==> src/rtl/adc_frontend_pkg.sv <==
// Shared types and constants for the ADC front-end frame alignment logic.
package adc_frontend_pkg;

  // Alignment controller states.
  typedef enum logic [2:0] {
    StIdle,
    StSearch,
    StSlip,
    StVerify,
    StLocked,
    StError
  } align_state_e;

  // Frame-lane word expected from the ADC, MSB first in time.
  localparam logic [7:0] FramePatternDefault = 8'hF0;

endpackage

==> src/rtl/frame_align_ctrl_if.sv <==
// Frame-lane inputs and alignment status outputs of frame_align_ctrl.
// slip_count / lock_loss_count exist only with FRAME_ALIGN_STATS_EN defined.
interface frame_align_ctrl_if #(
  parameter int unsigned LANES     = 8,
  parameter int unsigned WORD_BITS = 8
);
  localparam int unsigned PhaseW = $clog2(WORD_BITS / 2);

  logic              frame_rise;
  logic              frame_fall;
  logic              enable;
  logic              realign;
  logic [LANES-1:0]  bitslip_pulse;
  logic [PhaseW-1:0] word_phase;
  logic              word_strobe;
  logic              locked;
  logic              align_error;
`ifdef FRAME_ALIGN_STATS_EN
  logic [7:0]        slip_count;
  logic [7:0]        lock_loss_count;
`endif

  // Stimulus side: drives the frame lane and controls, observes status.
  modport master (
    output frame_rise, frame_fall, enable, realign,
`ifdef FRAME_ALIGN_STATS_EN
    input  slip_count, lock_loss_count,
`endif
    input  bitslip_pulse, word_phase, word_strobe, locked, align_error
  );

  // Controller side.
  modport slave (
    input  frame_rise, frame_fall, enable, realign,
`ifdef FRAME_ALIGN_STATS_EN
    output slip_count, lock_loss_count,
`endif
    output bitslip_pulse, word_phase, word_strobe, locked, align_error
  );

endinterface

==> src/rtl/frame_word_window.sv <==
// Shift window over the DDR frame lane plus even/odd frame-pattern compares.
// Two bits enter per cycle, rise bit first; the MSB holds the oldest bit.
module frame_word_window
  import adc_frontend_pkg::*;
#(
  parameter int unsigned          WORD_BITS = 8,
  parameter logic [WORD_BITS-1:0] PATTERN   = FramePatternDefault
) (
  input  logic i_clk,
  input  logic i_rst_n,
  input  logic i_rise,
  input  logic i_fall,
  output logic o_even_hit,
  output logic o_odd_hit
);

  logic [WORD_BITS:0] r_window;

  // Shift in one rise/fall pair per cycle.
  always_ff @(posedge i_clk) begin
    if (!i_rst_n) begin
      r_window <= '0;
    end else begin
      r_window <= {r_window[WORD_BITS-2:0], i_rise, i_fall};
    end
  end

  // Even hit: word boundary falls on a pair edge. Odd hit: it is one bit late.
  assign o_even_hit = (r_window[WORD_BITS-1:0] == PATTERN);
  assign o_odd_hit  = (r_window[WORD_BITS:1] == PATTERN);

endmodule

==> src/rtl/frame_align_ctrl.sv <==
// Frame alignment controller: finds the word boundary on the ADC frame lane,
// requests bitslips until the boundary sits on a pair edge, then tracks lock.
// Optional statistics outputs are enabled by defining FRAME_ALIGN_STATS_EN.
module frame_align_ctrl
  import adc_frontend_pkg::*;
#(
  parameter int unsigned          LANES         = 8,
  parameter int unsigned          WORD_BITS     = 8,
  parameter logic [WORD_BITS-1:0] FRAME_PATTERN = FramePatternDefault,
  parameter int unsigned          LOCK_COUNT    = 16,
  parameter int unsigned          MISS_LIMIT    = 4,
  parameter int unsigned          SETTLE_CYCLES = 8
) (
  input  logic              dco_clk,
  input  logic              rst_n,
  frame_align_ctrl_if.slave io_bus
);

  localparam int unsigned WordPairs   = WORD_BITS / 2;
  localparam int unsigned PhaseW      = $clog2(WordPairs);
  localparam int unsigned MaxAttempts = 2;
  localparam int unsigned EvalEnd     = 2 * WordPairs;
  localparam int unsigned TimerMax    = (EvalEnd > SETTLE_CYCLES) ? EvalEnd : SETTLE_CYCLES;
  localparam int unsigned TimerW      = $clog2(TimerMax + 1);
  localparam int unsigned GoodW       = $clog2(LOCK_COUNT + 1);
  localparam int unsigned MissW       = $clog2(MISS_LIMIT + 1);
  localparam int unsigned AttW        = $clog2(MaxAttempts + 1);

  localparam logic [PhaseW-1:0] PhaseLast  = PhaseW'(WordPairs - 1);
  // Search timer: 0..WordPairs fill the window, WordPairs+1..2*WordPairs evaluate.
  localparam logic [TimerW-1:0] FillLast   = TimerW'(WordPairs);
  localparam logic [TimerW-1:0] EvalLast   = TimerW'(EvalEnd);
  localparam logic [TimerW-1:0] SettleLast = TimerW'(SETTLE_CYCLES);
  localparam logic [GoodW-1:0]  GoodMax    = GoodW'(LOCK_COUNT);
  localparam logic [GoodW-1:0]  GoodLast   = GoodW'(LOCK_COUNT - 1);
  localparam logic [MissW-1:0]  MissLast   = MissW'(MISS_LIMIT - 1);
  localparam logic [AttW-1:0]   AttMax     = AttW'(MaxAttempts);

  align_state_e      r_state;
  logic [TimerW-1:0] r_timer;
  logic [AttW-1:0]   r_attempts;
  logic [GoodW-1:0]  r_good;
  logic [MissW-1:0]  r_miss;
  logic [PhaseW-1:0] r_cnt;
  logic [PhaseW-1:0] r_word_phase;
  logic [LANES-1:0]  r_bitslip;
  logic              r_strobe;
  logic              r_locked;
  logic              r_align_err;

  logic w_even_hit;
  logic w_odd_hit;
  logic w_boundary;
  // The odd compare is informational: a failed search slips whether or not it hit.
  logic w_unused_odd_hit;

  frame_word_window #(
    .WORD_BITS (WORD_BITS),
    .PATTERN   (FRAME_PATTERN)
  ) u_window (
    .i_clk      (dco_clk),
    .i_rst_n    (rst_n),
    .i_rise     (io_bus.frame_rise),
    .i_fall     (io_bus.frame_fall),
    .o_even_hit (w_even_hit),
    .o_odd_hit  (w_odd_hit)
  );

  assign w_unused_odd_hit = w_odd_hit;
  assign w_boundary       = (r_cnt == r_word_phase);

  // Free-running pair phase counter; held at zero while disabled.
  always_ff @(posedge dco_clk) begin
    if (!rst_n || !io_bus.enable) begin
      r_cnt <= '0;
    end else if (r_cnt == PhaseLast) begin
      r_cnt <= '0;
    end else begin
      r_cnt <= r_cnt + 1'b1;
    end
  end

  // Alignment FSM with registered outputs; priority reset > realign > disable.
  always_ff @(posedge dco_clk) begin
    if (!rst_n) begin
      r_state      <= StIdle;
      r_timer      <= '0;
      r_attempts   <= '0;
      r_good       <= '0;
      r_miss       <= '0;
      r_word_phase <= '0;
      r_bitslip    <= '0;
      r_strobe     <= 1'b0;
      r_locked     <= 1'b0;
      r_align_err  <= 1'b0;
    end else if (io_bus.realign) begin
      r_state     <= StSearch;
      r_timer     <= '0;
      r_attempts  <= '0;
      r_good      <= '0;
      r_miss      <= '0;
      r_bitslip   <= '0;
      r_strobe    <= 1'b0;
      r_locked    <= 1'b0;
      r_align_err <= 1'b0;
    end else if (!io_bus.enable) begin
      r_state      <= StIdle;
      r_timer      <= '0;
      r_attempts   <= '0;
      r_good       <= '0;
      r_miss       <= '0;
      r_word_phase <= '0;
      r_bitslip    <= '0;
      r_strobe     <= 1'b0;
      r_locked     <= 1'b0;
      r_align_err  <= 1'b0;
    end else begin
      r_bitslip <= '0;
      r_strobe  <= 1'b0;
      unique case (r_state)
        StIdle: begin
          r_state <= StSearch;
          r_timer <= '0;
        end
        StSearch: begin
          if (r_timer <= FillLast) begin
            r_timer <= r_timer + 1'b1;
          end else if (w_even_hit) begin
            r_word_phase <= r_cnt;
            r_good       <= '0;
            r_state      <= StVerify;
          end else if (r_timer == EvalLast) begin
            r_timer <= '0;
            if (r_attempts == AttMax) begin
              r_state     <= StError;
              r_align_err <= 1'b1;
            end else begin
              r_attempts <= r_attempts + 1'b1;
              r_bitslip  <= '1;
              r_state    <= StSlip;
            end
          end else begin
            r_timer <= r_timer + 1'b1;
          end
        end
        StSlip: begin
          // First SLIP cycle carries the pulse; the rest let the deserializer settle.
          if (r_timer == SettleLast) begin
            r_timer <= '0;
            r_state <= StSearch;
          end else begin
            r_timer <= r_timer + 1'b1;
          end
        end
        StVerify: begin
          if (w_boundary) begin
            r_strobe <= 1'b1;
            if (w_even_hit) begin
              if (r_good == GoodLast) begin
                r_good   <= GoodMax;
                r_miss   <= '0;
                r_locked <= 1'b1;
                r_state  <= StLocked;
              end else begin
                r_good <= r_good + 1'b1;
              end
            end else begin
              r_good  <= '0;
              r_timer <= '0;
              r_state <= StSearch;
            end
          end
        end
        StLocked: begin
          if (w_boundary) begin
            r_strobe <= 1'b1;
            if (w_even_hit) begin
              r_miss <= '0;
            end else if (r_miss == MissLast) begin
              r_state    <= StSearch;
              r_timer    <= '0;
              r_attempts <= '0;
              r_good     <= '0;
              r_miss     <= '0;
              r_locked   <= 1'b0;
            end else begin
              r_miss <= r_miss + 1'b1;
            end
          end
        end
        StError: begin
          r_align_err <= 1'b1;
        end
        default: begin
          r_state <= StIdle;
        end
      endcase
    end
  end

  assign io_bus.bitslip_pulse = r_bitslip;
  assign io_bus.word_phase    = r_word_phase;
  assign io_bus.word_strobe   = r_strobe;
  assign io_bus.locked        = r_locked;
  assign io_bus.align_error   = r_align_err;

`ifdef FRAME_ALIGN_STATS_EN
  logic [7:0] r_slip_count;
  logic [7:0] r_lock_loss_count;
  logic       w_lock_drop;

  // Any exit from LOCKED back into SEARCH: realign or too many boundary misses.
  assign w_lock_drop = (r_state == StLocked) &&
                       (io_bus.realign ||
                        (io_bus.enable && w_boundary && !w_even_hit && (r_miss == MissLast)));

  // Saturating event counters, cleared only by reset.
  always_ff @(posedge dco_clk) begin
    if (!rst_n) begin
      r_slip_count      <= '0;
      r_lock_loss_count <= '0;
    end else begin
      if (r_bitslip[0] && (r_slip_count != 8'hFF)) begin
        r_slip_count <= r_slip_count + 1'b1;
      end
      if (w_lock_drop && (r_lock_loss_count != 8'hFF)) begin
        r_lock_loss_count <= r_lock_loss_count + 1'b1;
      end
    end
  end

  assign io_bus.slip_count      = r_slip_count;
  assign io_bus.lock_loss_count = r_lock_loss_count;
`endif

endmodule

==> src/flat_wrapper.sv <==
// flat-port wrapper written by rule: the top's interface ports become plain ports
module frame_align_ctrl_flat import adc_frontend_pkg::*;
#(
  parameter int unsigned          LANES         = 8,
  parameter int unsigned          WORD_BITS     = 8,
  parameter logic [WORD_BITS-1:0] FRAME_PATTERN = FramePatternDefault,
  parameter int unsigned          LOCK_COUNT    = 16,
  parameter int unsigned          MISS_LIMIT    = 4,
  parameter int unsigned          SETTLE_CYCLES = 8
)
  (dco_clk, rst_n, io_bus_frame_rise, io_bus_frame_fall, io_bus_enable, io_bus_realign, io_bus_bitslip_pulse, io_bus_word_phase, io_bus_word_strobe, io_bus_locked, io_bus_align_error);
  frame_align_ctrl_if #(.LANES(LANES), .WORD_BITS(WORD_BITS)) io_bus_i ();
  input  logic dco_clk;
  input  logic rst_n;
  input wire logic [$bits(io_bus_i.frame_rise)-1:0] io_bus_frame_rise;
  input wire logic [$bits(io_bus_i.frame_fall)-1:0] io_bus_frame_fall;
  input wire logic [$bits(io_bus_i.enable)-1:0] io_bus_enable;
  input wire logic [$bits(io_bus_i.realign)-1:0] io_bus_realign;
  output wire logic [$bits(io_bus_i.bitslip_pulse)-1:0] io_bus_bitslip_pulse;
  output wire logic [$bits(io_bus_i.word_phase)-1:0] io_bus_word_phase;
  output wire logic [$bits(io_bus_i.word_strobe)-1:0] io_bus_word_strobe;
  output wire logic [$bits(io_bus_i.locked)-1:0] io_bus_locked;
  output wire logic [$bits(io_bus_i.align_error)-1:0] io_bus_align_error;
  assign io_bus_i.frame_rise = io_bus_frame_rise;
  assign io_bus_i.frame_fall = io_bus_frame_fall;
  assign io_bus_i.enable = io_bus_enable;
  assign io_bus_i.realign = io_bus_realign;
  assign io_bus_bitslip_pulse = io_bus_i.bitslip_pulse;
  assign io_bus_word_phase = io_bus_i.word_phase;
  assign io_bus_word_strobe = io_bus_i.word_strobe;
  assign io_bus_locked = io_bus_i.locked;
  assign io_bus_align_error = io_bus_i.align_error;
  frame_align_ctrl #(.LANES(LANES), .WORD_BITS(WORD_BITS), .FRAME_PATTERN(FRAME_PATTERN), .LOCK_COUNT(LOCK_COUNT), .MISS_LIMIT(MISS_LIMIT), .SETTLE_CYCLES(SETTLE_CYCLES)) u_core (.dco_clk(dco_clk), .rst_n(rst_n), .io_bus(io_bus_i));
endmodule
==> config.mk <==
export PLATFORM = sky130hd
export DESIGN_NAME = frame_align_ctrl_flat
export DESIGN_NICKNAME = d
export VERILOG_FILES = /design/src/rtl/adc_frontend_pkg.sv /design/src/rtl/frame_align_ctrl_if.sv /design/src/rtl/frame_word_window.sv /design/src/rtl/frame_align_ctrl.sv /design/src/flat_wrapper.sv
export SDC_FILE = /design/constraint.sdc
export NUM_CORES = 1
export LEC_CHECK = 0
export ABC_AREA = 1
export CAP_MARGIN = 20
export CORE_UTILIZATION = 60
export CTS_BUF_LIST = sky130_fd_sc_hd__clkbuf_4
export DETAILED_ROUTE_END_ITERATION = 16
export DONT_BUFFER_PORTS = 1
export PLACE_DENSITY_LB_ADDON = 0.3
export SYNTH_ARGS = -nofsm -noshare
export SYNTH_HDL_FRONTEND = slang
export SYNTH_SLANG_ARGS = --single-unit
==> constraint.sdc <==
create_clock -name dco_clk -period 3.9 [get_ports dco_clk]
set_clock_uncertainty 0.05 [all_clocks]
set_input_delay 0.78 -clock dco_clk [delete_from_list [all_inputs] [get_ports dco_clk]]
set_output_delay 0.78 -clock dco_clk [all_outputs]
set_load 0.02 [all_outputs]
==> results of run 1 <==
per-stage QoR:
step | power [uW] | hold slack (ns)
after floorplan | 432 | 0.357
after global placement | 445 | 0.361
after detailed placement | 446 | 0.367
after CTS | 623 | 0.380
after global routing | 652 | 0.393
final | 619 | 0.378
cell type report:
cell class | count | share of cell area [%]
Clock inverter | 1 | 0.194
Clock buffer | 6 | 2.33
Tap cell | 44 | 2.84
Timing Repair Buffer | 1 | 0.388
Multi-Input combinational cell | 190 | 52.0
Sequential cell | 33 | 34.2
Inverter | 41 | 8.07
layer usage:
metal / share of wire, % / global-route usage, % / vias to the layer above
met2: 44 / 35.3 / 36
met3: 4.6 / 6.03 / 6
li1: - / - / 853
met5: 0 / 0 / -
met1: 49 / 31.7 / 706
met4: 1.8 / 8.16 / 0
report_power, final:
part           switching, uW  total, uW  internal, uW  leakage, uW
combinational           58.6       85.6          27.0     0.000564
clock                    107        180          72.4    0.0000292
sequential              8.90        353           344     0.000268
total                    175        619           444     0.000861
cells by family after synthesis:
group / share of synthesized area [%]
fa+ha+maj: 4.61
buf+inv: 12.2
compound gates: 9.35
simple gates: 36.8
xor+xnor: 2.31
flops: 34.8
Yosys cell counts (all sizes together):
library cell and instances:
a21oi 21, buf 9, clkbuf 1, clkinv 1, dfxtp 33, ha 7
inv 40, nand2 71, nand3 22, nand4 3, nor2 40, nor3 6
nor3b 1, nor4 2, o211a 1, o21ai 11, xnor2 3, xor2 2
registers in the layout (all words and copies together), names as in the netlist:
register,cells
u_core.r_state,3
u_core.r_timer,4
u_core.r_cnt,2
u_core.io_bus.bitslip_pulse,1
u_core.io_bus.locked,1
u_core.r_miss,3
u_core.io_bus.word_phase,2
u_core.io_bus.word_strobe,1
u_core.io_bus.align_error,1
u_core.r_attempts,2
u_core.u_window.r_window,8
u_core.r_good,5
how the worst max path moves through the flow:
stage / startpoint / to / slack (ns)
finish: u_core.io_bus.bitslip_pulse[6] / io_bus_bitslip_pulse[3] / 1.87
global route: u_core.r_state[2] / u_core.r_timer[0] / 1.78
CTS: u_core.io_bus.bitslip_pulse[6] / io_bus_bitslip_pulse[3] / 1.87
detailed placement: rst_n / u_core.io_bus.bitslip_pulse[6] / 1.99
global placement: rst_n / u_core.io_bus.bitslip_pulse[6] / 2.00
floorplan: u_core.r_good[0] / u_core.r_miss[0] / 2.31
==> key figures, run 1 <==
Worst setup path
  – R2R Setup Slk: 1.99 ns
  – R2R Path End: u_core.io_bus.locked
  – Worst Path Max Fanout: 8
  – Type of origin of the critical path: register
  – Worst Path Arrival: 1.20 ns
  – Req. time, crit path: 3.07 ns
  – Critical path depth in cells: 0
  – R2R cell count: 9
  – Reg2reg start: u_core.r_state[2]
  – Crit path kind: register to output pin
  – Critical Path Sink Type: output pin

Place
  – Placed cell count: 309
  – Hpwl dp: 2650 um
  – IO buf count: 0
  – Pre-CTS setup slack: 1.99 ns
  – Dpl cell area: 1890 um^2
  – Routability cong.: 0.936

GRT
  – Initial antenna violation count: 0
  – Total grt overflow: 0
  – Global-route wire length before repair: 6090 um
  – GRT Total Usage: 23.1%
  – Vias in the first global route: 1445
  – Largest net degree at the start of global routing: 12

Status
  – Run status: completed

STA
  – Final worst slack: 1.87 ns
  – Tcrit/Tclk final: 51.9%
  – Relative slew slack: 46.7%
  – Fmax: 494 MHz
  – Worst slew pin tran: 0.801 ns
  – Post-layout min period: 2.03 ns
  – Max-slew violation count: 0
  – Total Negative Setup Slacks: 0 ns
  – Final number of hold-violating endpoints: 0
  – Final Setup Violations: 0
  – RSZ-0062 raised after global routing: false

CTS
  – CTS tree: done
  – Post-CTS sizing: 0
  – Clk sink count: 33
  – Htree depth: 2
  – CTS Hold Bufs: 0
  – Reg clk slew, reported paths: 0.10 ns
  – Clk Latency, worst-skew pair: 0.32 ns
  – Total CTS buffers: 5
  – Root Driver: clkbuf_4
  – Postcts setup bufs: 0
  – Max Root-Sink Buffers: 2

Min path
  – Hold path depth: 2
  – Worst Hold End: u_core.u_window.r_window[3]
  – Hold Path Class: register to register
  – Hold Startpoint: u_core.u_window.r_window[1]

Final layout
  – Commonest non-fill, non-tap cell in the layout: nand2_1
  – Fill count: 304
  – # diodes: 0
  – Area of the multi-input gates: 1010 um^2
  – Finished Layout Cells: 316
  – Fin util: 64.0%
  – Layout area overhead: 1.98%
  – Fin nets: 285
  – Layout cells sized above 1: 12.5%
  – Reg area: 662 um^2
  – Design area: 1940 um^2
  – Commonest cells after routing, fill and taps aside: 65 x nand2_1, 36 x inv_1, 32 x dfxtp_1, 29 x nor2_1, 21 x nand3_1

Yosys
  – Synthesized area per cell: 6.93 um^2
  – Mapped Nets: 287
  – Cell taking the most area after synthesis: dfxtp_1
  – Synth Instances: 274
  – Yosys cell types: 30
  – Synth area leaders: dfxtp_1 35%, nand2_1 13%, inv_1 7.1%
  – Warnings, synthesis: 0
  – Sequential-to-total area share from yosys stat: 34.8%
  – FF+latch count, synth: 33
  – Mapped Area: 1900 um^2
  – Post-synth top area share: 34.8%

Floorplanning
  – Core area: 3030 um^2
  – Row count: 20
  – Initial Util: 62.7%
  – Die Width: 58.3 um
  – Total die area: 3390 um^2
  – Die Ht: 58.3 um
  – # IOs: 19

Drt
  – Via count: 1601
  – Drt total wl: 3440 um
  – Vias/cell: 5.07
  – Violation count after the first detailed-route iteration: 53
  – Antenna Nets Post-Route: 0
  – DR pass1 iterations: 4
  – Post-DR wirelength/cell: 10.9 um
  – DRC: 0

Flow run
  – Max Cap Viol: 0

Power and ir drop
  – Leakage: 0.000861 uW
  – VDD IR max: 166 uV
  – Power Density: 319 nW/um^2
Power figures use the tool's default switching activity.
==> run 2, diff against run 1 <==
--- a/config.mk
+++ b/config.mk
@@ -7,7 +7,7 @@
 export LEC_CHECK = 0
 export ABC_AREA = 1
 export CAP_MARGIN = 20
-export CORE_UTILIZATION = 60
+export CORE_UTILIZATION = 59
 export CTS_BUF_LIST = sky130_fd_sc_hd__clkbuf_4
 export DETAILED_ROUTE_END_ITERATION = 16
 export DONT_BUFFER_PORTS = 1
==> constraint.sdc (replaced) <==
create_clock -name dco_clk -period 1.76 [get_ports dco_clk]
set_clock_uncertainty 0.05 [all_clocks]
set_input_delay 0.352 -clock dco_clk [delete_from_list [all_inputs] [get_ports dco_clk]]
set_output_delay 0.352 -clock dco_clk [all_outputs]
set_load 0.02 [all_outputs]
==> key figures, run 2 (synthesis gave the netlist of run 1 again) <==
Flow run
  – Max Cap Viol: 0

Final layout
  – Top Registers: u_core.u_window.r_window: 8 flops, u_core.r_good: 5 flops, u_core.r_timer: 4 flops
  – Layout area overhead: 15.8%
  – Fin nets: 307
  – Largest register FFs: 8
  – Layout cells sized above 1: 28.8%
  – # diodes: 0
  – Design area: 2200 um^2
  – Commonest non-fill, non-tap cell in the layout: nand2_1
  – Reg with most FFs: u_core.u_window.r_window
  – Commonest cells after routing, fill and taps aside: 60 x nand2_1, 34 x inv_1, 26 x nor2_1, 26 x dfxtp_1, 23 x buf_4

Drt
  – Post-DR wirelength/cell: 11.8 um
  – Violation count after the first detailed-route iteration: 152
  – Vias/cell: 5.15
  – Via count: 1746
  – Antenna Nets Post-Route: 0
  – DRC: 0
  – DR pass1 iterations: 4
  – Drt total wl: 3990 um

Power and ir drop
  – Power Density: 653 nW/um^2
  – Leakage: 0.000984 uW
  – VDD IR max: 520 uV

Worst setup path
  – Critical Path Sink Type: register
  – Req. time, crit path: 1.99 ns
  – Crit path kind: register to register
  – CP peak stage delay: 0.38 ns
  – Worst path slowest cell: dfxtp_4
  – Worst Path Arrival: 1.93 ns
  – CP Cell Sequence: ha_4 -> nand2_1 -> nor2_1 -> ha_2 -> inv_2 -> o21ai_2 -> nand2_2 -> nor2_4 -> nand3_1 -> a21oi_1
  – Type of origin of the critical path: register
  – R2R cell count: 10
  – Worst Path Max Fanout: 6

STA
  – Final Setup Violations: 0
  – Fin Hold WS: 0.0443 ns
  – Relative slew slack: 70.8%
  – Max-slew violation count: 0
  – Fmax: 589 MHz
  – Tcrit/Tclk final: 96.4%
  – Final number of hold-violating endpoints: 0
  – Worst slew pin tran: 0.441 ns
  – Post-layout min period: 1.70 ns

Place
  – Hpwl dp: 2840 um
  – IO buf count: 0
  – Routability cong.: 0.924
  – Dpl cell area: 1980 um^2

Floorplanning
  – Total die area: 3450 um^2
  – # IOs: 19
  – Die Ht: 58.7 um
  – Die Width: 58.7 um
  – Row count: 20
  – Initial Util: 62.2%
  – Core area: 3050 um^2

CTS
  – Reg clk slew, reported paths: 0.10 ns
  – Total CTS buffers: 5
  – CTS Hold Bufs: 0
  – Htree depth: 2
  – Clk Latency, worst-skew pair: 0.35 ns
  – Root Driver: clkbuf_4
  – CTS tree: done
  – Clk sink count: 33
  – Max Root-Sink Buffers: 2

GRT
  – Vias in the first global route: 1589
  – GRT Total Usage: 24.9%
  – Initial antenna violation count: 0
  – Total grt overflow: 0
  – Largest net degree at the start of global routing: 12
  – Global-route wire length before repair: 6440 um

Min path
  – Hold Path Class: primary input to register
  – Hold path depth: 2

Status
  – Run status: completed
==> run 2: timing repair <==
item                                    in CTS  in global routing
setup buffers                                0                 10
resized for setup                            1                 33
pin swaps                                    0                 10
endpoints found under the hold margin        0                  0
cloned                                       0                  0
endpoints found under the setup margin       3                 18
==> run 2: per-layer routing <==
metal	share of wire, %	GRT usage [%]	vias to the layer above
met3	5.9	6.59	9
met4	1.9	13.3	0
met1	45	30.4	777
li1	-	-	905
met5	0	0	-
met2	48	39.8	55
==> run 2: report_power, final <==
part           leakage, uW  switching [uW]  internal (uW)
logic             0.000681             153           87.8
clock network    0.0000310             265            150
registers         0.000272            18.6            762
total             0.000984             437           1000
==> run 2: final cells by class <==
| type | instances | area, um^2 |
|---|---|---|
| flip-flops and latches | 33 | 677 |
| inverters | 41 | 156 |
| multi-input cells | 190 | 1080 |
| repair buffers | 23 | 173 |
| fillers | 247 | 853 |
| well taps | 44 | 55.1 |
| clock buffers | 5 | 37.5 |
| clock inverters | 3 | 17.5 |
==> run 2: worst paths after layout <==
kind | startpoint | to | slack (ns)
min | rst_n | u_core.u_window.r_window[0] | 0.04
min reg2reg | u_core.u_window.r_window[0] | u_core.u_window.r_window[2] | 0.38
max reg2reg | u_core.r_good[0] | u_core.r_miss[1] | 0.06
max | u_core.r_good[0] | u_core.r_miss[1] | 0.06
==> run 2: per-stage QoR <==
step | total power [uW] | std cells | setup WS, ns | util, % | setup TNS (ns)
after detailed placement | 1000 | 321 | -0.00505 | 64.8 | -0.00505
after CTS | 1410 | 329 | 0.00478 | 66.6 | 0
final | 1440 | 339 | 0.0630 | 72.0 | 0
after floorplan | 958 | 274 | 0.170 | - | 0
after global placement | 997 | 321 | -0.0451 | 64.8 | -0.0710
after global routing | 1510 | 339 | -0.0304 | 72.0 | -0.115
==> run 2: worst max-delay path, delay by kind of cell (launching register included) <==
family                     cells  cell delay, ns
AOI/OAI and AO/OA              2            0.29
adders and majority gates      2            0.34
DFF                            1            0.38
buffers and inverters          1            0.05
and+or+nand+nor                5            0.54
